## config.mk

```make
export PLATFORM = sky130hd
export DESIGN_NAME = dadd_seq_flat
export DESIGN_NICKNAME = d
export VERILOG_FILES = /design/src/rtl/dadd_seq_if.sv /design/src/rtl/dadd_seq.sv /design/src/flat_wrapper.sv
export SDC_FILE = /design/constraint.sdc
export NUM_CORES = 1
export LEC_CHECK = 0
export CAP_MARGIN = 5
export CORE_MARGIN = 5
export CORE_UTILIZATION = 52
export CTS_BUF_LIST = sky130_fd_sc_hd__clkbuf_2 sky130_fd_sc_hd__clkbuf_4 sky130_fd_sc_hd__clkbuf_8
export DETAILED_ROUTE_END_ITERATION = 8
export GPL_TIMING_DRIVEN = 0
export PLACE_DENSITY = 0.87
export SETUP_SLACK_MARGIN = 0.4
export SYNTH_ARGS = -nofsm -noshare
export SYNTH_HDL_FRONTEND = slang
export SYNTH_SLANG_ARGS = --single-unit
```

## constraint.sdc

```tcl
create_clock -name sys_clk -period 4.9 [get_ports sys_clk]
set_input_delay 0.98 -clock sys_clk [delete_from_list [all_inputs] [get_ports sys_clk]]
set_output_delay 0.98 -clock sys_clk [all_outputs]
set_load 0.02 [all_outputs]
```

## src/rtl/dadd_seq_if.sv

```systemverilog
// Handshake/bus bundle between blitter inner-loop control and the adder-operand sequencer.
//   master : inner-loop control side (drives start/abort/config/step_ack, observes status)
//   slave  : dadd_seq (observes commands, drives operand select, strobes and status)
// Signals:
//   start, abort, phrase_cnt[CNT_W], gourd, srcadd, gourz, step_ack   (master -> slave)
//   daddasel[3], dadd_en, dst_ld, zlo_ld, zhi_ld, busy, done,
//   remaining[CNT_W]                                                  (slave -> master)
interface dadd_seq_if #(
  parameter int unsigned CNT_W = 16
);
  logic             start;
  logic             abort;
  logic [CNT_W-1:0] phrase_cnt;
  logic             gourd;
  logic             srcadd;
  logic             gourz;
  logic             step_ack;
  logic [2:0]       daddasel;
  logic             dadd_en;
  logic             dst_ld;
  logic             zlo_ld;
  logic             zhi_ld;
  logic             busy;
  logic             done;
  logic [CNT_W-1:0] remaining;

  modport master (
    output start, abort, phrase_cnt, gourd, srcadd, gourz, step_ack,
    input  daddasel, dadd_en, dst_ld, zlo_ld, zhi_ld, busy, done, remaining
  );

  modport slave (
    input  start, abort, phrase_cnt, gourd, srcadd, gourz, step_ack,
    output daddasel, dadd_en, dst_ld, zlo_ld, zhi_ld, busy, done, remaining
  );
endinterface

```

## src/rtl/dadd_seq.sv

```systemverilog
// Per-phrase sequencer for the blitter adder A-operand mux. For each phrase it presents a data
// pass (dstd/srcd/patd) and, when Z interpolation is on, a Z-low and a Z-high pass, holding
// daddasel stable until the downstream stage acks, and emits the matching result-load strobe.
// Ports:
//   sys_clk   : clock, all state changes on rising edge
//   reset     : synchronous active-high reset
//   bus       : dadd_seq_if.slave handshake/config/status bundle
//   stall_cnt : [15:0] cycles with dadd_en=1 and step_ack=0, saturating
//               (present only when DADD_SEQ_STATS_EN is defined)
// Optional feature macro: DADD_SEQ_STATS_EN
module dadd_seq #(
  parameter int unsigned CNT_W = 16
) (
  input  logic         sys_clk,
  input  logic         reset,
  dadd_seq_if.slave    bus
`ifdef DADD_SEQ_STATS_EN
  ,
  output logic [15:0]  stall_cnt
`endif
);

  localparam logic [2:0] StIdle = 3'd0;
  localparam logic [2:0] StData = 3'd1;
  localparam logic [2:0] StZlo  = 3'd2;
  localparam logic [2:0] StZhi  = 3'd3;
  localparam logic [2:0] StFin  = 3'd4;

  logic [2:0]       state_q, state_d;
  logic [CNT_W-1:0] rem_q, rem_d;
  logic             gourd_q, gourd_d;
  logic             srcadd_q, srcadd_d;
  logic             gourz_q, gourz_d;
  logic             phrase_end;
  logic             start_acc;
  logic             kill;

  // Start is accepted only from idle, and abort beats it.
  assign start_acc = (state_q == StIdle) && bus.start && !bus.abort;
  // Suppresses same-cycle strobes/done when the current pass is being cancelled.
  assign kill      = bus.abort || reset;

  always_comb begin
    state_d    = state_q;
    rem_d      = rem_q;
    gourd_d    = gourd_q;
    srcadd_d   = srcadd_q;
    gourz_d    = gourz_q;
    phrase_end = 1'b0;
    if (bus.abort) begin
      state_d = StIdle;
      rem_d   = '0;
    end else begin
      case (state_q)
        StIdle: begin
          if (bus.start) begin
            gourd_d  = bus.gourd;
            srcadd_d = bus.srcadd;
            gourz_d  = bus.gourz;
            rem_d    = bus.phrase_cnt;
            state_d  = (bus.phrase_cnt != '0) ? StData : StFin;
          end
        end
        StData: begin
          if (bus.step_ack) begin
            if (gourz_q) state_d = StZlo;
            else         phrase_end = 1'b1;
          end
        end
        StZlo:   if (bus.step_ack) state_d = StZhi;
        StZhi:   if (bus.step_ack) phrase_end = 1'b1;
        StFin:   state_d = StIdle;
        default: state_d = StIdle;
      endcase
      if (phrase_end) begin
        if (rem_q != '0) rem_d = rem_q - 1'b1;
        // Last phrase when the pre-decrement count is 1 (or already 0).
        state_d = (rem_q == CNT_W'(1) || rem_q == '0) ? StFin : StData;
      end
    end
  end

  always_ff @(posedge sys_clk) begin
    if (reset) begin
      state_q  <= StIdle;
      rem_q    <= '0;
      gourd_q  <= 1'b0;
      srcadd_q <= 1'b0;
      gourz_q  <= 1'b0;
    end else begin
      state_q  <= state_d;
      rem_q    <= rem_d;
      gourd_q  <= gourd_d;
      srcadd_q <= srcadd_d;
      gourz_q  <= gourz_d;
    end
  end

  // Outputs decode from registered state and latched config, so they are glitch-free
  // and stable for the whole pass; only the strobes follow step_ack combinationally.
  always_comb begin
    bus.daddasel = 3'b000;
    bus.dadd_en  = 1'b0;
    case (state_q)
      StData: begin
        bus.daddasel = gourd_q ? 3'b101 : (srcadd_q ? 3'b100 : 3'b000);
        bus.dadd_en  = 1'b1;
      end
      StZlo: begin
        bus.daddasel = 3'b110;
        bus.dadd_en  = 1'b1;
      end
      StZhi: begin
        bus.daddasel = 3'b111;
        bus.dadd_en  = 1'b1;
      end
      default: ;
    endcase
    bus.dst_ld    = (state_q == StData) && bus.step_ack && !kill;
    bus.zlo_ld    = (state_q == StZlo)  && bus.step_ack && !kill;
    bus.zhi_ld    = (state_q == StZhi)  && bus.step_ack && !kill;
    bus.done      = (state_q == StFin)  && !kill;
    bus.busy      = (state_q != StIdle);
    bus.remaining = rem_q;
  end

`ifdef DADD_SEQ_STATS_EN
  always_ff @(posedge sys_clk) begin
    if (reset || start_acc) begin
      stall_cnt <= '0;
    end else if (bus.dadd_en && !bus.step_ack && stall_cnt != 16'hFFFF) begin
      stall_cnt <= stall_cnt + 16'd1;
    end
  end
`endif

endmodule

```

## src/flat_wrapper.sv

```systemverilog
// flat-port wrapper written by rule: the top's interface ports become plain ports
module dadd_seq_flat 
#(
  parameter int unsigned CNT_W = 16
)
  (sys_clk, reset, bus_start, bus_abort, bus_phrase_cnt, bus_gourd, bus_srcadd, bus_gourz, bus_step_ack, bus_daddasel, bus_dadd_en, bus_dst_ld, bus_zlo_ld, bus_zhi_ld, bus_busy, bus_done, bus_remaining);
  dadd_seq_if #(.CNT_W(CNT_W)) bus_i ();
  input  logic sys_clk;
  input  logic reset;
  input wire logic [$bits(bus_i.start)-1:0] bus_start;
  input wire logic [$bits(bus_i.abort)-1:0] bus_abort;
  input wire logic [$bits(bus_i.phrase_cnt)-1:0] bus_phrase_cnt;
  input wire logic [$bits(bus_i.gourd)-1:0] bus_gourd;
  input wire logic [$bits(bus_i.srcadd)-1:0] bus_srcadd;
  input wire logic [$bits(bus_i.gourz)-1:0] bus_gourz;
  input wire logic [$bits(bus_i.step_ack)-1:0] bus_step_ack;
  output wire logic [$bits(bus_i.daddasel)-1:0] bus_daddasel;
  output wire logic [$bits(bus_i.dadd_en)-1:0] bus_dadd_en;
  output wire logic [$bits(bus_i.dst_ld)-1:0] bus_dst_ld;
  output wire logic [$bits(bus_i.zlo_ld)-1:0] bus_zlo_ld;
  output wire logic [$bits(bus_i.zhi_ld)-1:0] bus_zhi_ld;
  output wire logic [$bits(bus_i.busy)-1:0] bus_busy;
  output wire logic [$bits(bus_i.done)-1:0] bus_done;
  output wire logic [$bits(bus_i.remaining)-1:0] bus_remaining;
  assign bus_i.start = bus_start;
  assign bus_i.abort = bus_abort;
  assign bus_i.phrase_cnt = bus_phrase_cnt;
  assign bus_i.gourd = bus_gourd;
  assign bus_i.srcadd = bus_srcadd;
  assign bus_i.gourz = bus_gourz;
  assign bus_i.step_ack = bus_step_ack;
  assign bus_daddasel = bus_i.daddasel;
  assign bus_dadd_en = bus_i.dadd_en;
  assign bus_dst_ld = bus_i.dst_ld;
  assign bus_zlo_ld = bus_i.zlo_ld;
  assign bus_zhi_ld = bus_i.zhi_ld;
  assign bus_busy = bus_i.busy;
  assign bus_done = bus_i.done;
  assign bus_remaining = bus_i.remaining;
  dadd_seq #(.CNT_W(CNT_W)) u_core (.sys_clk(sys_clk), .reset(reset), .bus(bus_i));
endmodule
```

==> flow_summary.json, run 1 <==
{
  "status": "completed",
  "cp.required_ps": 3920,
  "regArea_sq_um": 440.4,
  "yosysTopAreaCell": "dfxtp_1",
  "nets": 262,
  "synth-seq-area-share_pct": 28.39,
  "finalHoldViolCount": 0,
  "die_w_um": 64.62,
  "start_util_pct": 55.31,
  "pwr-share-clk_pct": 23.6,
  "numClockSinks": 22,
  "setup_viol": 0,
  "synth_seq_cells": 22,
  "dp_hpwl_um": 3740,
  "clkTransAtPathRegs_ps": 130,
  "route.detailed.drc": 0,
  "synth.cell_area_sq_um": 1551,
  "io_pins": 49,
  "wl_met2_um": 2416,
  "pwr-share-seq_pct": 44.3,
  "htreeDepth": 1,
  "p_int_w": 0.0002998,
  "coreArea_sq_um": 2805,
  "path_class": "primary input to primary output",
  "crit_path_start_kind": "primary input",
  "wl_met1_um": 1976,
  "netlist.area_leader.share_pct": 28.39,
  "slew_headroom_pct": 59.87,
  "power.share.switching_pct": 32.58,
  "setup_tns_ps": 0,
  "cts.repair.resized": 0,
  "cp-end-kind": "primary output",
  "antenna_found_initial": 0,
  "top_layer_used": "met4",
  "die-height_um": 64.62,
  "cts.path.max_buffers": 2,
  "fill_cells": 217,
  "met3_length_um": 291,
  "synth_ff_type": "dfxtp_1",
  "fin_crit_sh_pct": 80.47,
  "min_period_ps": 3943,
  "viasPerCell": 6.370,
  "maxCapViolCount": 0,
  "core.rowCount": 19,
  "cts_tree": "built",
  "grt_pass1_wl_um": 8059,
  "place_congestion": 0.9058,
  "wl_um": 4811,
  "root_buffer": "clkbuf_4",
  "clkLatencyLatePin_ps": 320,
  "hold_buffers": 0,
  "die_area_sq_um": 4176,
  "portBuffers": 48,
  "avgRoutedWirePerCell_um": 18.15,
  "area_growth_pct": 35.81,
  "n_antenna_cell": 0,
  "drt_pass1_iterations": 4,
  "ir_worst_vdd_v": 0.0001270,
  "power_density_nw_per_um2": 211.1,
  "synth_most_common_cell": "dfxtp_1",
  "skew_ps": 2.283,
  "cts_buffers": 3,
  "yosysWarnings": 0,
  "comb_power_share_pct": 32.2,
  "synth_common_cells": "dfxtp_1 (22), nor2_1 (18), nand2_1 (17)",
  "worstPathMaxFanout": 7,
  "grt_pass1_vias": 1682,
  "post_cts.repair.setup_buffers": 0,
  "timing.fmax_mhz": 253.6,
  "slew_violations": 0,
  "grt_max_degree": 13,
  "rsz0062_at_grt": "false",
  "synth_edf_count": 0,
  "syn_area_per_cell_sq_um": 8.525,
  "p_sw_w": 0.0001449,
  "crit_arrival_ps": 2960,
  "grt_usage_pct": 24.29,
  "syn_nets": 209,
  "min_path_type": "flop to flop",
  "drive_gt1_share_pct": 14.10,
  "tightest_slew_ps": 599.8,
  "post-route-util_pct": 75.11,
  "ant_nets": 0,
  "via_count": 1688,
  "ys_async_sr_fraction_pct": 0,
  "drt_iter0_drc": 138,
  "synth.area.top_cells": "dfxtp_1 (28%), a21oi_1 (4.5%), nor2_1 (4.4%)",
  "multiInputGateArea_sq_um": 1018,
  "overflow": 0,
  "synthCells": 182,
  "leakage_nw": 0.7946,
  "synth_cell_types": 55
}
worst paths after layout:
check                          startpoint                       end  slack, ps  cells past startpoint
hold reg to reg           u_core.srcadd_q           u_core.srcadd_q        500                      2
hold / removal            u_core.srcadd_q           u_core.srcadd_q        500                      2
setup / recovery                bus_abort                bus_zlo_ld        960                      5
setup reg to reg  u_core.bus.remaining[0]  u_core.bus.remaining[10]       2870                      7
cell type report:
type | count | area share [%]
inverter | 4 | 0.7126
tap | 31 | 1.841
timing repair buffer | 48 | 22.80
multi-input combinational | 147 | 48.34
clock buffer | 4 | 1.722
buffer | 9 | 3.682
sequential | 22 | 20.90
through the flow:
| stage | cell area (sq um) | hold WS [ps] | power [W] | setup WS [ps] | instances |
|---|---|---|---|---|---|
| CTS | 2107 | 500.0 | 0.0004456 | 995.6 | 265 |
| floorplan | 1551 | 447.6 | 0.0002860 | 1818 | 182 |
| finish | 2107 | 495.7 | 0.0004447 | 956.9 | 265 |
| global route | 2107 | 545.3 | 0.0004680 | 831.8 | 265 |
| global placement | 2071 | 469.2 | 0.0003366 | 990.9 | 261 |
| detailed placement | 2071 | 482.3 | 0.0003419 | 1000 | 261 |
worst max-delay path, stage by stage:
cell             delay [ps]
clkdlybuf4s50_1         470
nor2_1                  510
nand2_1                 150
nor3b_1                 220
clkdlybuf4s50_1         630
power by group through the flow:
stage               sequential, W  combinational (W)  clock, W
detailed placement       0.000201           0.000141         0
global route             0.000199           0.000155  0.000114
finish                   0.000197           0.000143  0.000105
floorplan                0.000205          0.0000813         0
global placement         0.000200           0.000137         0
CTS                      0.000197           0.000142  0.000107
state kept, by name (all words and copies together), names as in the netlist:
signal,cells
u_core.gourd_q,1
u_core.srcadd_q,1
u_core.state_q,3
u_core.gourz_q,1
u_core.bus.remaining,16
cell families after synthesis:
logic type               share of synthesized area [%]
AO/OA/AOI/OAI                                    22.90
adder cells (fa/ha/maj)                          2.420
buffers and inverters                            5.967
flip-flops                                       28.39
multiplexers                                     1.936
AND/OR/NAND/NOR                                  38.39
metal layers:
layer	global-route usage, %	up-vias
li1	-	799
met1	29.40	797
met2	42.78	79
met3	2.763	13
met4	11.61	0
met5	0	-
placed cells by master (no fill, tap or decap), types with 2 or more instances in the layout:
master           netlist  layout
clkbuf_4               0       3
or2_2                  2       2
o211ai_1               4       4
or4_1                  3       3
nor3b_1                3       3
or3_1                  4       4
nor4_1                 6       6
a211oi_1               2       2
dfxtp_1               22      22
nor3_1                 5       5
nor3_2                 2       2
inv_1                  4       4
a22oi_1                6       6
and3_1                 5       5
buf_2                  3       3
a21oi_1               14      14
nor2_1                18      18
o22ai_1                3       3
nand4_1                2       2
a21oi_2                2       2
o21ai_0                5       5
mux2i_1                3       3
nor4_4                 2       2
ha_1                   3       3
clkbuf_8               1       2
nand3_1                8       8
a32oi_1                2       2
clkdlybuf4s50_1        0      48
buf_6                  4       4
nand2_1               17      17
(Power assumes the default switching activity.)
==> inputs of run 2 (changes only) <==
--- a/config.mk
+++ b/config.mk
@@ -7,11 +7,11 @@
 export LEC_CHECK = 0
 export CAP_MARGIN = 5
 export CORE_MARGIN = 5
-export CORE_UTILIZATION = 52
+export CORE_UTILIZATION = 48
 export CTS_BUF_LIST = sky130_fd_sc_hd__clkbuf_2 sky130_fd_sc_hd__clkbuf_4 sky130_fd_sc_hd__clkbuf_8
 export DETAILED_ROUTE_END_ITERATION = 8
 export GPL_TIMING_DRIVEN = 0
-export PLACE_DENSITY = 0.87
+export PLACE_DENSITY = 0.81
 export SETUP_SLACK_MARGIN = 0.4
 export SYNTH_ARGS = -nofsm -noshare
 export SYNTH_HDL_FRONTEND = slang
==> constraint.sdc (replaced) <==
create_clock -name sys_clk -period 4.01 [get_ports sys_clk]
set_input_delay 0.802 -clock sys_clk [delete_from_list [all_inputs] [get_ports sys_clk]]
set_output_delay 0.802 -clock sys_clk [all_outputs]
set_load 0.02 [all_outputs]
==> flow_summary.json, run 2 (same netlist as run 1, synthesis figures left out) <==
{
  "slew_violations": 0,
  "layout_commonest_cell": "clkdlybuf4s50_1",
  "path_class": "primary input to primary output",
  "dpl_cell_area_sq_um": 2087,
  "cts_tree": "built",
  "cts.path.max_buffers": 2,
  "io_pins": 49,
  "root_buffer": "clkbuf_4",
  "die_w_um": 66.86,
  "setup_viol": 0,
  "area_growth_pct": 38.06,
  "reg2regPathDepth": 7,
  "rsz0062_at_grt": "false",
  "final_cell_area_sq_um": 2142,
  "drt_iter0_drc": 131,
  "tightest_slew_ps": 576.3,
  "viasPerCell": 5.968,
  "cp.required_ps": 3210,
  "die-height_um": 66.86,
  "grt_usage_pct": 21.77,
  "leakage_nw": 0.8015,
  "n_antenna_cell": 0,
  "power_density_nw_per_um2": 277.2,
  "largest_register_ffs": 16,
  "avgRoutedWirePerCell_um": 16.66,
  "slew_headroom_pct": 61.41,
  "hold-path-cell-count": 2,
  "skew_ps": 3.495,
  "cp_top_family": "buffers and inverters",
  "core.rowCount": 20,
  "worstPathMaxFanout": 7,
  "grt_pass1_wl_um": 7555,
  "via_count": 1659,
  "grt_pass1_vias": 1676,
  "route.detailed.drc": 0,
  "portBuffers": 48,
  "crit_arrival_ps": 2720,
  "cp-end-kind": "primary output",
  "cts_buffers": 3,
  "placed_cells": 274,
  "final_cell_count_no_fill": 278,
  "timing.fmax_mhz": 283.8,
  "status": "completed",
  "drt_pass1_iterations": 4,
  "place_congestion": 0.9046,
  "worstPathCellList": "clkdlybuf4s50_1 > nor2_2 > nand2_1 > nor3b_1 > clkdlybuf4s50_1",
  "die_area_sq_um": 4470,
  "clkTransAtPathRegs_ps": 140,
  "crit_path_start_kind": "primary input",
  "mostFrequentLayoutCells": "clkdlybuf4s50_1 (48), dfxtp_1 (22), nor2_1 (17), nand2_1 (17), a21oi_1 (14)",
  "wl_um": 4632,
  "path_buf_inv": 2,
  "antenna_found_initial": 0,
  "start_util_pct": 50.41,
  "dp_hpwl_um": 3539,
  "ir_worst_vdd_v": 0.0002064,
  "setup_tns_ps": 0,
  "post_cts.repair.setup_buffers": 0,
  "ant_nets": 0,
  "htreeDepth": 1,
  "drive_gt1_share_pct": 14.53,
  "numClockSinks": 22,
  "cp_common_cell": "clkdlybuf4s50_1",
  "maxCapViolCount": 0,
  "slowest_stage": "clkdlybuf4s50_1",
  "min_period_ps": 3524,
  "overflow": 0,
  "post-route-util_pct": 69.59,
  "min_path_type": "flop to flop",
  "coreArea_sq_um": 3078,
  "clkLatencyLatePin_ps": 320,
  "nets": 262,
  "grt_max_degree": 14,
  "fin_crit_sh_pct": 87.87,
  "setup_ws_ps": 486.5,
  "cp.depth": 5,
  "pre_cts_slack_ps": 364.7,
  "finalHoldViolCount": 0,
  "cp_slowest_stage_delay_ps": 650
}
-- run 2: final cells by class --
cell class                 count  area [sq um]
sequential                    22         440.4
tap                           44         55.05
clock inverter                 1         30.03
buffer                         9         77.57
clock buffer                   3         22.52
fill                         276         935.9
inverter                       4         15.01
timing repair buffer          48         480.5
multi-input combinational    147          1021
-- run 2: per-layer routing --
layer,share of wire (%),track usage [%],vias to the layer above
li1,-,-,799
met1,43,26.84,777
met2,48,37.38,67
met3,6.2,2.698,16
met4,2.6,9.873,0
met5,0,0,-
-- run 2: final timing paths --
kind                                start                  endpoint  slack, ps
setup / recovery                bus_abort                bus_zlo_ld        490
hold / removal             u_core.gourz_q            u_core.gourz_q        500
setup reg to reg  u_core.bus.remaining[0]  u_core.bus.remaining[10]       1950
hold reg to reg            u_core.gourz_q            u_core.gourz_q        500
-- run 2: power breakdown --
group / leakage [nW] / internal, W / switching (W)
registers: 0.179 / 0.000227 / 0.0000129
clock network: 0.0279 / 0.000101 / 0.0000775
logic: 0.594 / 0.0000836 / 0.0000914
total: 0.802 / 0.000412 / 0.000182
-- run 2: repair_timing --
item,4_1_cts,5_1_grt
hold buffers,0,0
endpoints found under the setup margin,1,0
resized for setup,1,0
-- run 2: per-stage QoR --
stage / hold slack (ps) / total power (W)
3_5_place_dp: 485.8 / 0.0004170
2_1_floorplan: 447.6 / 0.0003495
6_report: 503.5 / 0.0005937
4_1_cts: 507.7 / 0.0005901
3_3_place_gp: 465.0 / 0.0004119
5_1_grt: 523.0 / 0.0006205
-- run 2: worst min-delay path, cell delays in order (launching register included) --
cell and delay [ps]:
dfxtp_1 340, o21ai_0 70, a21oi_1 60
